[config.mk]
export PLATFORM = sky130hd
export DESIGN_NAME = piso_frame_arbiter
export DESIGN_NICKNAME = d
export VERILOG_FILES = /design/src/rtl/piso_frame_arbiter.sv
export SDC_FILE = /design/constraint.sdc
export NUM_CORES = 1
export LEC_CHECK = 0
export BUFFER_PORTS_ARGS = -buffer_cell sky130_fd_sc_hd__clkbuf_2
export CAP_MARGIN = 15
export CORE_ASPECT_RATIO = 1.5
export CORE_MARGIN = 3
export CORE_UTILIZATION = 50
export CTS_BUF_LIST = sky130_fd_sc_hd__clkbuf_2 sky130_fd_sc_hd__clkbuf_4 sky130_fd_sc_hd__clkbuf_8
export CTS_CLUSTER_SIZE = 12
export DETAILED_ROUTE_END_ITERATION = 7
export PLACE_DENSITY_LB_ADDON = 0.1
export SYNTH_ARGS = -nofsm -noshare
export SYNTH_HDL_FRONTEND = slang
export SYNTH_SLANG_ARGS = --single-unit
[constraint.sdc]
create_clock -name Clk_In -period 1.9 [get_ports Clk_In]
set_input_delay 0.19 -clock Clk_In [delete_from_list [all_inputs] [get_ports Clk_In]]
set_output_delay 0.19 -clock Clk_In [all_outputs]
set_load 0.03 [all_outputs]
[src/rtl/piso_frame_arbiter.sv]
// piso_frame_arbiter
//   Two-requester round-robin front end for an 8-bit parallel-in/serial-out
//   shift register. A granted word is latched, loaded into the shift register
//   for one cycle, then shifted out LSB first over DATA_WIDTH cycles. An
//   optional idle gap separates frames. Every output is a register, so no
//   combinational path runs from Req_In to any output.
//
// Ports
//   Clk_In           clock; controller acts on posedge, shift register on negedge
//   Reset_In         asynchronous active-high reset (shared with shift register)
//   Req_In[1:0]      level requests; data must be held until the matching Ack
//   Data0_In         requester 0 word
//   Data1_In         requester 1 word
//   Ack_Out[1:0]     one-cycle pulse in LOAD: word captured
//   Done_Out[1:0]    one-cycle pulse on the last shift cycle of the owner's frame
//   Busy_Out         high in LOAD, SHIFT and GAP
//   Load_Shiftb_Out  shift register load (1) / shift (0) select
//   Piso_Data_Out    latched word, drives the shift register parallel input
//   Bit_Valid_Out    high in each SHIFT cycle
//   Bit_Index_Out    index of the bit emitted this SHIFT cycle (0 = LSB)
module piso_frame_arbiter #(
  parameter int DATA_WIDTH = 8,
  parameter int GAP_CYCLES = 1
) (
  input  logic                  Clk_In,
  input  logic                  Reset_In,
  input  logic [1:0]            Req_In,
  input  logic [DATA_WIDTH-1:0] Data0_In,
  input  logic [DATA_WIDTH-1:0] Data1_In,
  output logic [1:0]            Ack_Out,
  output logic [1:0]            Done_Out,
  output logic                  Busy_Out,
  output logic                  Load_Shiftb_Out,
  output logic [DATA_WIDTH-1:0] Piso_Data_Out,
  output logic                  Bit_Valid_Out,
  output logic [2:0]            Bit_Index_Out
);

  localparam int CNT_W = (DATA_WIDTH > 1) ? $clog2(DATA_WIDTH) : 1;
  localparam int GAP_W = (GAP_CYCLES > 1) ? $clog2(GAP_CYCLES) : 1;
  localparam logic [CNT_W-1:0] LAST_BIT = CNT_W'(DATA_WIDTH - 1);
  localparam logic [GAP_W-1:0] LAST_GAP = GAP_W'((GAP_CYCLES > 0) ? GAP_CYCLES - 1 : 0);

  typedef enum logic [1:0] {
    IDLE  = 2'd0,
    LOAD  = 2'd1,
    SHIFT = 2'd2,
    GAP   = 2'd3
  } state_t;

  state_t           state;
  logic             last_grant;
  logic             grant;
  logic [CNT_W-1:0] bit_cnt;
  logic [GAP_W-1:0] gap_cnt;

  logic             any_req;
  logic             pick;

  function automatic logic [1:0] onehot(input logic sel);
    return sel ? 2'b10 : 2'b01;
  endfunction

  // Round-robin choice: a lone requester always wins; on a tie the
  // requester that did not win last time is chosen.
  always_comb begin
    any_req = |Req_In;
    pick    = 1'b0;
    case (Req_In)
      2'b01:   pick = 1'b0;
      2'b10:   pick = 1'b1;
      2'b11:   pick = ~last_grant;
      default: pick = 1'b0;
    endcase
  end

  // Controller state and all registered outputs
  always_ff @(posedge Clk_In or posedge Reset_In) begin
    if (Reset_In) begin
      state           <= IDLE;
      last_grant      <= 1'b1;
      grant           <= 1'b0;
      bit_cnt         <= '0;
      gap_cnt         <= '0;
      Ack_Out         <= 2'b00;
      Done_Out        <= 2'b00;
      Busy_Out        <= 1'b0;
      Load_Shiftb_Out <= 1'b0;
      Piso_Data_Out   <= '0;
      Bit_Valid_Out   <= 1'b0;
      Bit_Index_Out   <= 3'd0;
    end else begin
      // Pulses and per-bit outputs drop unless the branch below re-asserts them.
      Ack_Out         <= 2'b00;
      Done_Out        <= 2'b00;
      Load_Shiftb_Out <= 1'b0;
      Bit_Valid_Out   <= 1'b0;
      Bit_Index_Out   <= 3'd0;

      case (state)
        IDLE: begin
          Busy_Out <= 1'b0;
          if (any_req) begin
            Piso_Data_Out   <= pick ? Data1_In : Data0_In;
            last_grant      <= pick;
            grant           <= pick;
            Ack_Out         <= onehot(pick);
            Load_Shiftb_Out <= 1'b1;
            Busy_Out        <= 1'b1;
            state           <= LOAD;
          end
        end

        LOAD: begin
          bit_cnt       <= '0;
          Bit_Valid_Out <= 1'b1;
          Bit_Index_Out <= 3'd0;
          Busy_Out      <= 1'b1;
          // A one-bit word finishes on its very first shift cycle.
          Done_Out      <= (LAST_BIT == '0) ? onehot(grant) : 2'b00;
          state         <= SHIFT;
        end

        SHIFT: begin
          if (bit_cnt == LAST_BIT) begin
            if (GAP_CYCLES > 0) begin
              gap_cnt  <= '0;
              Busy_Out <= 1'b1;
              state    <= GAP;
            end else begin
              Busy_Out <= 1'b0;
              state    <= IDLE;
            end
          end else begin
            bit_cnt       <= bit_cnt + 1'b1;
            Bit_Valid_Out <= 1'b1;
            Bit_Index_Out <= 3'(bit_cnt + 1'b1);
            Busy_Out      <= 1'b1;
            if ((bit_cnt + 1'b1) == LAST_BIT) begin
              Done_Out <= onehot(grant);
            end
          end
        end

        GAP: begin
          // Requests are ignored here; they are picked up in the next IDLE.
          if (gap_cnt == LAST_GAP) begin
            Busy_Out <= 1'b0;
            state    <= IDLE;
          end else begin
            gap_cnt <= gap_cnt + 1'b1;
          end
        end

        default: begin
          Busy_Out <= 1'b0;
          state    <= IDLE;
        end
      endcase
    end
  end

  // Protocol checker: a requester holding Req must keep its word stable
  // until it has seen its Ack.
  data0_hold_chk: assert property (@(posedge Clk_In) disable iff (Reset_In)
    ($past(Req_In[0]) && Req_In[0] && !$past(Ack_Out[0])) |-> (Data0_In == $past(Data0_In)));

  data1_hold_chk: assert property (@(posedge Clk_In) disable iff (Reset_In)
    ($past(Req_In[1]) && Req_In[1] && !$past(Ack_Out[1])) |-> (Data1_In == $past(Data1_In)));

endmodule

==> impl_results.md, run 1 <==
- Crit Path Class: flip-flop to flip-flop
- Die area: 2760 µm²
- Fin. Hold Viols: 0
- Headroom to the max-slew limit: 55.4%
- Hpwl dp: 1620 µm
- H-tree Lvls: 1
- FILL cells: 174
- Cell area power density: 1720 nW/µm²
- Post-CTS setup buffer count: 0
- DIE WIDTH: 43.9 µm
- Drt drc: 0
- Post-synth cell types: 25
- Most used routing layer: met2
- Worst vdd ir: 1.05 mV
- Final worst setup slack: 0.230 ns
- FF-to-FF Start: state[0]
- Met2 GRT Util: 30.5%
- Ports: 38
- Core box area: 2030 µm²
- FP Rows: 20
- Final non-filler cell total: 162
- Crit path from: state[0]
- Ant. Diodes: 0
- Hold_buf cts: 1
- CTS tree: yes
- Initial antenna violation count: 0
- Req. time, crit path: 2.12 ns
- Status: finished, final reports clean
- Sw frac: 44.8%
- Met1 usage: 17.3%
- Clock period minus worst slack: 1.67 ns
- Routed len/inst: 12.6 µm
- Area growth syn-to-layout: 22.4%
- Detailed Route Iter0 Violations: 21
- Total CTS buffers: 3
- Placed Cells: 157
- CP Capture Point: Piso_Data_Out[5]
- Clk_lat worst skew: 0.32 ns
- Hold path cells: 3
- Syn Area/Cell: 10.9 µm²
- Post-Place Setup Slack: 0.232 ns
- Drt pass-1 iters: 4
- CP Max Fanout: 11
- Crit path capture type: flip-flop
- Met3 Usage GRT: 2.31%
- Unrepaired setup endpoints after global routing: false
- Die Ht: 62.9 µm
- Seq pwr share: 39.0%
- Total Routing Usage GR: 16.8%
- RR Endpoint: Piso_Data_Out[5]
- Cell count after synthesis: 99
- Initial core utilization: 53.2%
- Sequential fraction of the synthesis area: 58.1%
- Internal: 1.26 mW
- Pleak: 0.723 nW
- HP Class: input port to flip-flop
- WL final: 2040 µm
- Setup TNS Final: 0 ns
- Fmax: 0.599 GHz
- Clk_skew: 0.00815 ns
- Commonest non-fill, non-tap cell in the layout: clkbuf_2
- #FFs+latches synth: 25
- Warnings, synthesis: 0
- Gpl congestion: 0.775
- Root Buffer: clkbuf_4
- Area of all sequential standard cells: 627 µm²
- Vias in the first global route: 826
- Type of origin of the critical path: flip-flop
- Gr ovfl total: 0
- First-pass GRT wire length: 3480 µm
- Antenna Nets Post-Route: 0
- Vias post-DR: 818
- Sink Count: 25
- Final cycle utilization of the critical path: 87.9%
- Cells resized by post-CTS repair: 0
- Worst reg2reg path depth: 6
- Clock slew at reported path FFs: 0.14 ns
- Clock Power Share: 10.6%
- Logic pwr share: 50.5%
- # port buffers: 37
- Largest net degree at the start of global routing: 19
- Area of the multi-input gates: 407 µm²
- CTS Buffer Depth: 2
- Vias per std cell: 5.05
- Syn Nets: 125
- Layout cells sized above 1: 35.7%
- Sw power: 1.02 mW
- Critical path arrival: 1.89 ns
- Commonest cells after routing, fill and taps aside: 37 x clkbuf_2, 24 x dfrtp_1, 19 x a21oi_1, 15 x nor2_1, 8 x nand2_1
- Reg2reg setup slack: 0.23 ns
- Cell Area, Synth: 1080 µm²
- Nets: 167
- Max cap viols: 0
- Slew @ Worst Pin: 0.668 ns
- Max Slew Vio Count: 0
- Setup-failing EPs final: 0
==> Yosys cell counts <==
master    number  area share, %
nand2_1        8            2.8
a21bo_2        1           0.93
nand3_1        1           0.46
a22o_1         1           0.81
dfrtp_1       24             56
o22a_1         1           0.81
buf_6          1            1.0
and2b_2        1           0.81
o21a_1         1           0.70
ha_1           6            7.0
and2_1         1           0.58
dfstp_2        1            2.4
inv_1          6            2.1
a21boi_4       1            1.7
nand2b_1       1           0.58
mux2_4         1            1.4
o21ai_2        1           0.81
a21oi_1       19            8.8
a31oi_1        1           0.58
nor2_1        15            5.2
a21oi_2        1           0.81
and2_4         1           0.81
a21o_1         3            2.1
clkinv_1       1           0.35
buf_4          1           0.70
==> cell families (layout without fill, tap and decap cells) <==
logic type | Yosys count | in the layout | synth area share, %
AOI/OAI and AO/OA | 30 | 30 | 18.1
and+or+nand+nor | 28 | 28 | 11.3
DFF | 25 | 25 | 58.1
buffers and inverters | 9 | 50 | 4.18
adders and majority gates | 6 | 6 | 6.96
muxes | 1 | 1 | 1.39
==> worst max-delay path, cell delays in order, from the launching register on <==
cell and delay, ns:
dfrtp_1 0.39, inv_1 0.08, ha_1 0.30, o21ai_2 0.22, clkinv_1 0.35, nor2_1 0.17
a21oi_1 0.06
==> worst min-delay path by stage <==
stage,to,slack (ns),startpoint
after CTS,Piso_Data_Out[7],0.05,Data0_In[7]
after global routing,Piso_Data_Out[0],0.06,Data0_In[0]
after detailed placement,Piso_Data_Out[2],0.31,Reset_In
final,Piso_Data_Out[7],0.06,Data0_In[7]
after global placement,Piso_Data_Out[2],0.30,Reset_In
after floorplan,Ack_Out[0],0.22,Reset_In
==> area by class of cell <==
class,count,share of cell area [%]
Clock buffer,3,1.71
Clock inverter,1,0.569
Inverter,7,1.99
Multi-Input combinational cell,65,30.8
Sequential cell,25,47.5
Tap cell,22,2.09
Timing Repair Buffer,39,15.4
==> routing by layer <==
metal	vias up	wire length (µm)
li1	410	-
met1	378	783
met2	25	1080
met3	5	130
met4	0	50
met5	-	0
==> registers in the layout, summed over array words and instances, names as in the netlist <==
name and count:
Ack_Out 2, Bit_Valid_Out 1, Piso_Data_Out 8, state 2, Bit_Index_Out 3, grant 1
last_grant 1, Done_Out 2, bit_cnt 3, Busy_Out 1, Load_Shiftb_Out 1
==> metrics by stage <==
step	utilization, %	area (µm²)	hold WS, ns	total power [mW]
3_3_place_gp	63.1	1280	0.305	2.03
6_report	65.1	1320	0.0606	2.27
4_1_cts	65.1	1320	0.0512	2.31
2_1_floorplan	-	1080	0.217	1.77
5_1_grt	65.1	1320	0.0600	2.47
3_5_place_dp	63.1	1280	0.312	2.06
==> power groups by stage <==
stage	registers (mW)	logic [mW]	clock network [mW]
6_report	0.886	1.15	0.240
2_1_floorplan	1.19	0.584	0
3_3_place_gp	0.893	1.14	0
5_1_grt	0.913	1.28	0.270
3_5_place_dp	0.901	1.16	0
4_1_cts	0.888	1.17	0.254
Note: power is estimated with default switching activity, not from simulation.
==> run 2: changes to the inputs <==
--- a/config.mk
+++ b/config.mk
@@ -5,14 +5,13 @@
 export SDC_FILE = /design/constraint.sdc
 export NUM_CORES = 1
 export LEC_CHECK = 0
-export BUFFER_PORTS_ARGS = -buffer_cell sky130_fd_sc_hd__clkbuf_2
 export CAP_MARGIN = 15
-export CORE_ASPECT_RATIO = 1.5
 export CORE_MARGIN = 3
-export CORE_UTILIZATION = 50
+export CORE_UTILIZATION = 64
 export CTS_BUF_LIST = sky130_fd_sc_hd__clkbuf_2 sky130_fd_sc_hd__clkbuf_4 sky130_fd_sc_hd__clkbuf_8
 export CTS_CLUSTER_SIZE = 12
 export DETAILED_ROUTE_END_ITERATION = 7
+export DONT_BUFFER_PORTS = 1
 export PLACE_DENSITY_LB_ADDON = 0.1
 export SYNTH_ARGS = -nofsm -noshare
 export SYNTH_HDL_FRONTEND = slang
==> run 2 against run 1 <==
  * Critical path depth stayed put
  * Combinational power is 38% lower
  * Clock skew is 0.0026 ns lower
  * Routed wire length is 0.49% higher
  * Cell count is 22% lower
  * Utilization is 13 points higher
  * Largest power group is now registers
==> impl_results.md, run 2 (synthesis results as in run 1) <==
- Hold Slack: 0.00804 ns (-0.0525 ns)
- Reg with most FFs: Piso_Data_Out
- Ant. Diodes: 0 (unchanged)
- Vias in the first global route: 763 (-7.6%)
- Hold EP: Piso_Data_Out[5]
- Hold Startpoint: Data0_In[5]
- Hold path cells: 2 (-1)
- Setup-failing EPs final: 0 (unchanged)
- Placed Cells: 114 (-27%)
- Clock slew at reported path FFs: 0.13 ns (about the same)
- DR WL met3: 145 µm (+12%)
- Max cap viols: 0 (unchanged)
- Critical path arrival: 1.95 ns (+0.06 ns)
- Hpwl dp: 1360 µm (-16%)
- Reg2reg setup slack: 0.16 ns (-0.07 ns)
- Area of all sequential standard cells: 627 µm² (unchanged)
- First-pass GRT wire length: 3170 µm (-8.9%)
- Drt drc: 0 (unchanged)
- Type of origin of the critical path: flip-flop
- Drt pass-1 iters: 4 (unchanged)
- Die Ht: 47.1 µm (-25%)
- Crit path capture type: flip-flop
- Layout cells sized above 1: 11.7% (-24 points)
- Largest net degree at the start of global routing: 15 (-4)
- Hold_buf cts: 9 (+8)
- Die area: 2210 µm² (-20%)
- Fmax: 0.575 GHz (-3.9%)
- FP Rows: 14 (-30%)
- Headroom to the max-slew limit: 67.2% (+12 points)
- Unrepaired setup endpoints after global routing: false
- Fin. Hold Viols: 0 (unchanged)
- DIE WIDTH: 47.1 µm (+7.1%)
- Cells resized by post-CTS repair: 0 (unchanged)
- Antenna Nets Post-Route: 0 (unchanged)
- Crit Path Class: flip-flop to flip-flop
- Vias post-DR: 767 (-6.2%)
- Gr ovfl total: 0 (unchanged)
- M1 WL: 786 µm (+0.38%)
- FF-to-FF Start: state[0]
- Total CTS buffers: 3 (unchanged)
- Initial core utilization: 70.0% (+17 points)
- Top sig layer: met4
- Logic pwr share: 32.9% (-18 points)
- Clock Power Share: 10.8% (+0.2 points)
- Detailed Route Iter0 Violations: 12 (-43%)
- Sw power: 997 µW (-2.0%)
- Routed len/inst: 16.2 µm (+28%)
- Sw frac: 46.3% (+1.6 points)
- CP Max Fanout: 11 (unchanged)
- Commonest cells after routing, fill and taps aside: 24 x dfrtp_1, 19 x a21oi_1, 15 x nor2_1, 9 x dlygate4sd3_1, 8 x nand2_1
- Commonest non-fill, non-tap cell in the layout: dfrtp_1
- Final non-filler cell total: 127 (-22%)
- Cell area power density: 1790 nW/µm² (+3.7%)
- HP Class: input port to flip-flop
- Clock period minus worst slack: 1.74 ns (+0.0676 ns)
- Post-CTS setup buffer count: 0 (unchanged)
- Total power: 2.15 mW (-5.3%)
- Clk_skew: 0.00551 ns (-0.00264 ns)
- Clk_lat worst skew: 0.31 ns (about the same)
- H-tree Lvls: 1 (unchanged)
- Metal2 WL: 1060 µm (-1.4%)
- Req. time, crit path: 2.11 ns (about the same)
- RR Endpoint: Piso_Data_Out[0]
- Sink Count: 25 (unchanged)
- Initial antenna violation count: 0 (unchanged)
- Slew @ Worst Pin: 0.491 ns (-0.177 ns)
- Max Slew Vio Count: 0 (unchanged)
- Gpl congestion: 0.722 (-6.9%)
- # port buffers: 0 (-100%)
- Area growth syn-to-layout: 11.7%
- Vias per std cell: 6.04 (+20%)
- CTS Buffer Depth: 2 (unchanged)
- Worst reg2reg path depth: 6 (unchanged)
- Internal: 1.16 mW (-8.0%)
- Root Buffer: clkbuf_4
- Status: finished, final reports clean
- WL final: 2050 µm (+0.49%)
- Area of the multi-input gates: 407 µm² (unchanged)
- Top Registers: Piso_Data_Out x8, Bit_Index_Out x3, bit_cnt x3
- CTS tree: yes
- Largest register FFs: 8 (unchanged)
- Seq pwr share: 56.3% (+17 points)
- Core box area: 1540 µm² (-24%)
- Worst vdd ir: 1.03 mV (-2.0%)
- Nets: 138 (-17%)
- Ports: 38 (unchanged)
- Final cycle utilization of the critical path: 91.5% (+3.6 points)
- Pleak: 0.604 nW (-16%)
- FILL cells: 103 (-41%)
- Total Routing Usage GR: 20.5% (+3.7 points)
- Setup TNS Final: 0 ns (unchanged)
run 2: power by group through the flow:
stage,Clock (mW),Combinational (mW),Sequential (mW)
3_5_place_dp,0,0.667,1.23
4_1_cts,0.236,0.691,1.21
3_3_place_gp,0,0.649,1.22
5_1_grt,0.262,0.804,1.24
2_1_floorplan,0,0.584,1.19
6_report,0.233,0.709,1.21
run 2: worst max-delay path by stage:
stage / startpoint / end / slack [ns]
floorplan: bit_cnt[0] / state[1] / 0.44
global placement: state[0] / Piso_Data_Out[2] / 0.33
detailed placement: state[0] / Piso_Data_Out[5] / 0.25
CTS: state[0] / Piso_Data_Out[5] / 0.24
global route: state[0] / Piso_Data_Out[4] / 0.01
finish: state[0] / Piso_Data_Out[0] / 0.16
run 2: cell type report:
class	count	area share [%]
Sequential cell	25	52.0
Multi-Input combinational cell	65	33.7
Timing Repair Buffer	10	8.10
Inverter	7	2.18
Clock buffer	3	1.87
Tap cell	16	1.66
Clock inverter	1	0.415
run 2: per-stage QoR:
step / setup slack, ns / util [%] / cell area [µm²]
after floorplan: 0.439 / - / 1080
after global placement: 0.327 / 70.5 / 1090
after detailed placement: 0.248 / 70.5 / 1090
after CTS: 0.238 / 78.2 / 1200
after global routing: 0.0129 / 78.2 / 1200
final: 0.162 / 78.2 / 1200
run 2: layer usage:
layer  up-vias  global-route usage (%)
met4         0                    11.0
met2        37                    30.6
met3         8                    5.36
li1        353                       -
met1       369                    27.1
met5         -                       0
run 2: critical path, stage by stage, from the launching register on:
cell and delay [ns]:
dfrtp_1 0.39, inv_1 0.07, ha_1 0.30, o21ai_2 0.23
clkinv_1 0.36, nor2_1 0.21, a21oi_1 0.07
==> run 3: changes to the inputs <==
--- a/config.mk
+++ b/config.mk
@@ -6,6 +6,7 @@
 export NUM_CORES = 1
 export LEC_CHECK = 0
 export CAP_MARGIN = 15
+export CORE_ASPECT_RATIO = 1.1
 export CORE_MARGIN = 3
 export CORE_UTILIZATION = 64
 export CTS_BUF_LIST = sky130_fd_sc_hd__clkbuf_2 sky130_fd_sc_hd__clkbuf_4 sky130_fd_sc_hd__clkbuf_8
==> constraint.sdc (replaced) <==
create_clock -name Clk_In -period 1.9 [get_ports Clk_In]
set_input_delay 0.19 -clock Clk_In [delete_from_list [all_inputs] [get_ports Clk_In]]
set_output_delay 0.19 -clock Clk_In [all_outputs]
set_load 0.01 [all_outputs]
==> run 3 against run 2 <==
  * Cell area grew 0.83%
  * Sequential cell count stayed put
  * Global-route usage rose by 0.12 points
  * Sequential share of layout area fell by 0.43 points
  * First-iteration DRC count decreased by 58%
  * Non-clock buffer count is 1 higher
  * Cell count rose by 0.79%
  * Routed wire length rose by 0.73%
  * Via count down 5.2%
  * Total power down 9.2%
  * Highest routed layer unchanged
==> impl_results.md, run 3 (synthesis results as in run 1) <==
- Drt drc: 0 (unchanged)
- Setup-failing EPs final: 0 (unchanged)
- Reg with most FFs: Piso_Data_Out
- Seq pwr share: 50.6% (-5.7 points)
- DIE WIDTH: 45.1 µm (-4.1%)
- Drt pass-1 iters: 4 (unchanged)
- Pleak: 0.610 nW (+0.95%)
- Antenna Nets Post-Route: 0 (unchanged)
- Commonest cells after routing, fill and taps aside: 24 x dfrtp_1, 19 x a21oi_1, 15 x nor2_1, 9 x dlygate4sd3_1, 8 x nand2_1
- Final cycle utilization of the critical path: 88.7% (-2.8 points)
- Crit Path Class: flip-flop to flip-flop
- HP Class: input port to flip-flop
- FP Rows: 14 (unchanged)
- Fin. Hold Viols: 0 (unchanged)
- CTS Buffer Depth: 2 (unchanged)
- Gpl congestion: 0.761 (+5.5%)
- Post-Place Setup Slack: 0.303 ns (+0.0541 ns)
- Largest net degree at the start of global routing: 22 (+7)
- Final worst setup slack: 0.215 ns (+0.0527 ns)
- Slew @ Worst Pin: 0.508 ns (+0.0173 ns)
- # port buffers: 0 (unchanged)
- Clk_lat worst skew: 0.31 ns (about the same)
- Critical path arrival: 1.89 ns (-0.06 ns)
- Total Routing Usage GR: 20.6% (+0.12 points)
- WL final: 2070 µm (+0.73%)
- CP Max Fanout: 11 (unchanged)
- Area growth syn-to-layout: 12.6%
- Root Buffer: clkbuf_4
- Gr ovfl total: 0 (unchanged)
- Unrepaired setup endpoints after global routing: false
- Max Slew Vio Count: 0 (unchanged)
- Routed len/inst: 16.2 µm (about the same)
- Sw frac: 39.2% (-7.1 points)
- Sink Count: 25 (unchanged)
- Nets: 139 (+0.72%)
- Logic pwr share: 37.2% (+4.3 points)
- Clock period minus worst slack: 1.69 ns (-0.0527 ns)
- Hold_buf cts: 9 (unchanged)
- Sw power: 767 µW (-23%)
- Ant. Diodes: 0 (unchanged)
- Vias per std cell: 5.68 (-6.0%)
- Total CTS buffers: 3 (unchanged)
- Vias in the first global route: 751 (-1.6%)
- First-pass GRT wire length: 3390 µm (+6.9%)
- Clock slew at reported path FFs: 0.13 ns (about the same)
- Status: finished, final reports clean
- Core box area: 1470 µm² (-4.5%)
- Ports: 38 (unchanged)
- Reg2reg setup slack: 0.21 ns (+0.05 ns)
- Fmax: 0.593 GHz (+3.1%)
- CTS tree: yes
- Type of origin of the critical path: flip-flop
- Vias post-DR: 727 (-5.2%)
- Headroom to the max-slew limit: 66.1% (-1.1 points)
- Total power: 1.96 mW (-9.2%)
- Hpwl dp: 1420 µm (+4.4%)
- Layout cells sized above 1: 12.5% (+0.79 points)
- Die Ht: 49.1 µm (+4.3%)
- Req. time, crit path: 2.11 ns (about the same)
- Die area: 2210 µm² (about the same)
- Worst vdd ir: 1.25 mV (+21%)
- Hold Slack: 0.0144 ns (+0.00640 ns)
- Crit path capture type: flip-flop
- Cells resized by post-CTS repair: 0 (unchanged)
- Post-CTS setup buffer count: 0 (unchanged)
- Commonest non-fill, non-tap cell in the layout: dfrtp_1
- Initial antenna violation count: 0 (unchanged)
- Detailed Route Iter0 Violations: 5 (-7)
- H-tree Lvls: 1 (unchanged)
- Setup TNS Final: 0 ns (unchanged)
- Cell area power density: 1610 nW/µm² (-9.9%)
- Max cap viols: 0 (unchanged)
- Initial core utilization: 73.3% (+3.3 points)
- Largest register FFs: 8 (unchanged)
- Clock Power Share: 12.2% (+1.4 points)
- Internal: 1.19 mW (+2.9%)
- Clk_skew: 0.0101 ns (+0.00464 ns)
- Final Core Density: 82.6% (+4.4 points)
- Top Registers: Piso_Data_Out x8, Bit_Index_Out x3, bit_cnt x3
-- run 3: worst paths after layout --
| path | depth (start not counted) | startpoint | to |
|---|---|---|---|
| max in group asynchronous | 3 | Reset_In | last_grant |
| worst min-delay path | 2 | Data0_In[4] | Piso_Data_Out[4] |
| worst min register to register | 1 | grant | Done_Out[0] |
| min in group asynchronous | 2 | Reset_In | Piso_Data_Out[4] |
| worst max register to register | 6 | state[1] | Piso_Data_Out[5] |
| worst max-delay path | 6 | state[1] | Piso_Data_Out[5] |
-- run 3: power by group through the flow --
stage	sequential [mW]	clock [mW]	combinational, mW
2_1_floorplan	0.961	0	0.584
3_3_place_gp	0.991	0	0.662
3_5_place_dp	1.00	0	0.702
4_1_cts	0.992	0.240	0.715
5_1_grt	1.01	0.267	0.826
6_report	0.990	0.238	0.727
-- run 3: stage by stage --
stage | cell area [µm²] | cells
final | 1210 | 128
after CTS | 1210 | 128
after global placement | 1090 | 115
after detailed placement | 1090 | 115
after floorplan | 1080 | 99
after global routing | 1210 | 128
-- run 3: worst max-delay path, cell delays in order (launching register included) --
cell      delay (ns)
dfrtp_1         0.41
inv_1           0.08
ha_1            0.21
o21ai_2         0.21
clkinv_1        0.38
nor2_1          0.23
a21oi_1         0.07
-- run 3: cell type report --
type	count	area [µm²]
clock buffer	4	30.0
multi-input combinational	65	407
inverter	7	26.3
tap	16	20.0
sequential	25	627
timing repair buffer	11	105
fill	84	256
-- run 3: metal layers --
metal | part of all wire (%) | up-vias | track usage [%]
li1 | - | 356 | -
met1 | 41 | 344 | 24.8
met2 | 53 | 25 | 36.3
met3 | 5.1 | 2 | 4.43
met4 | 0.72 | 0 | 4.39
met5 | 0 | - | 0
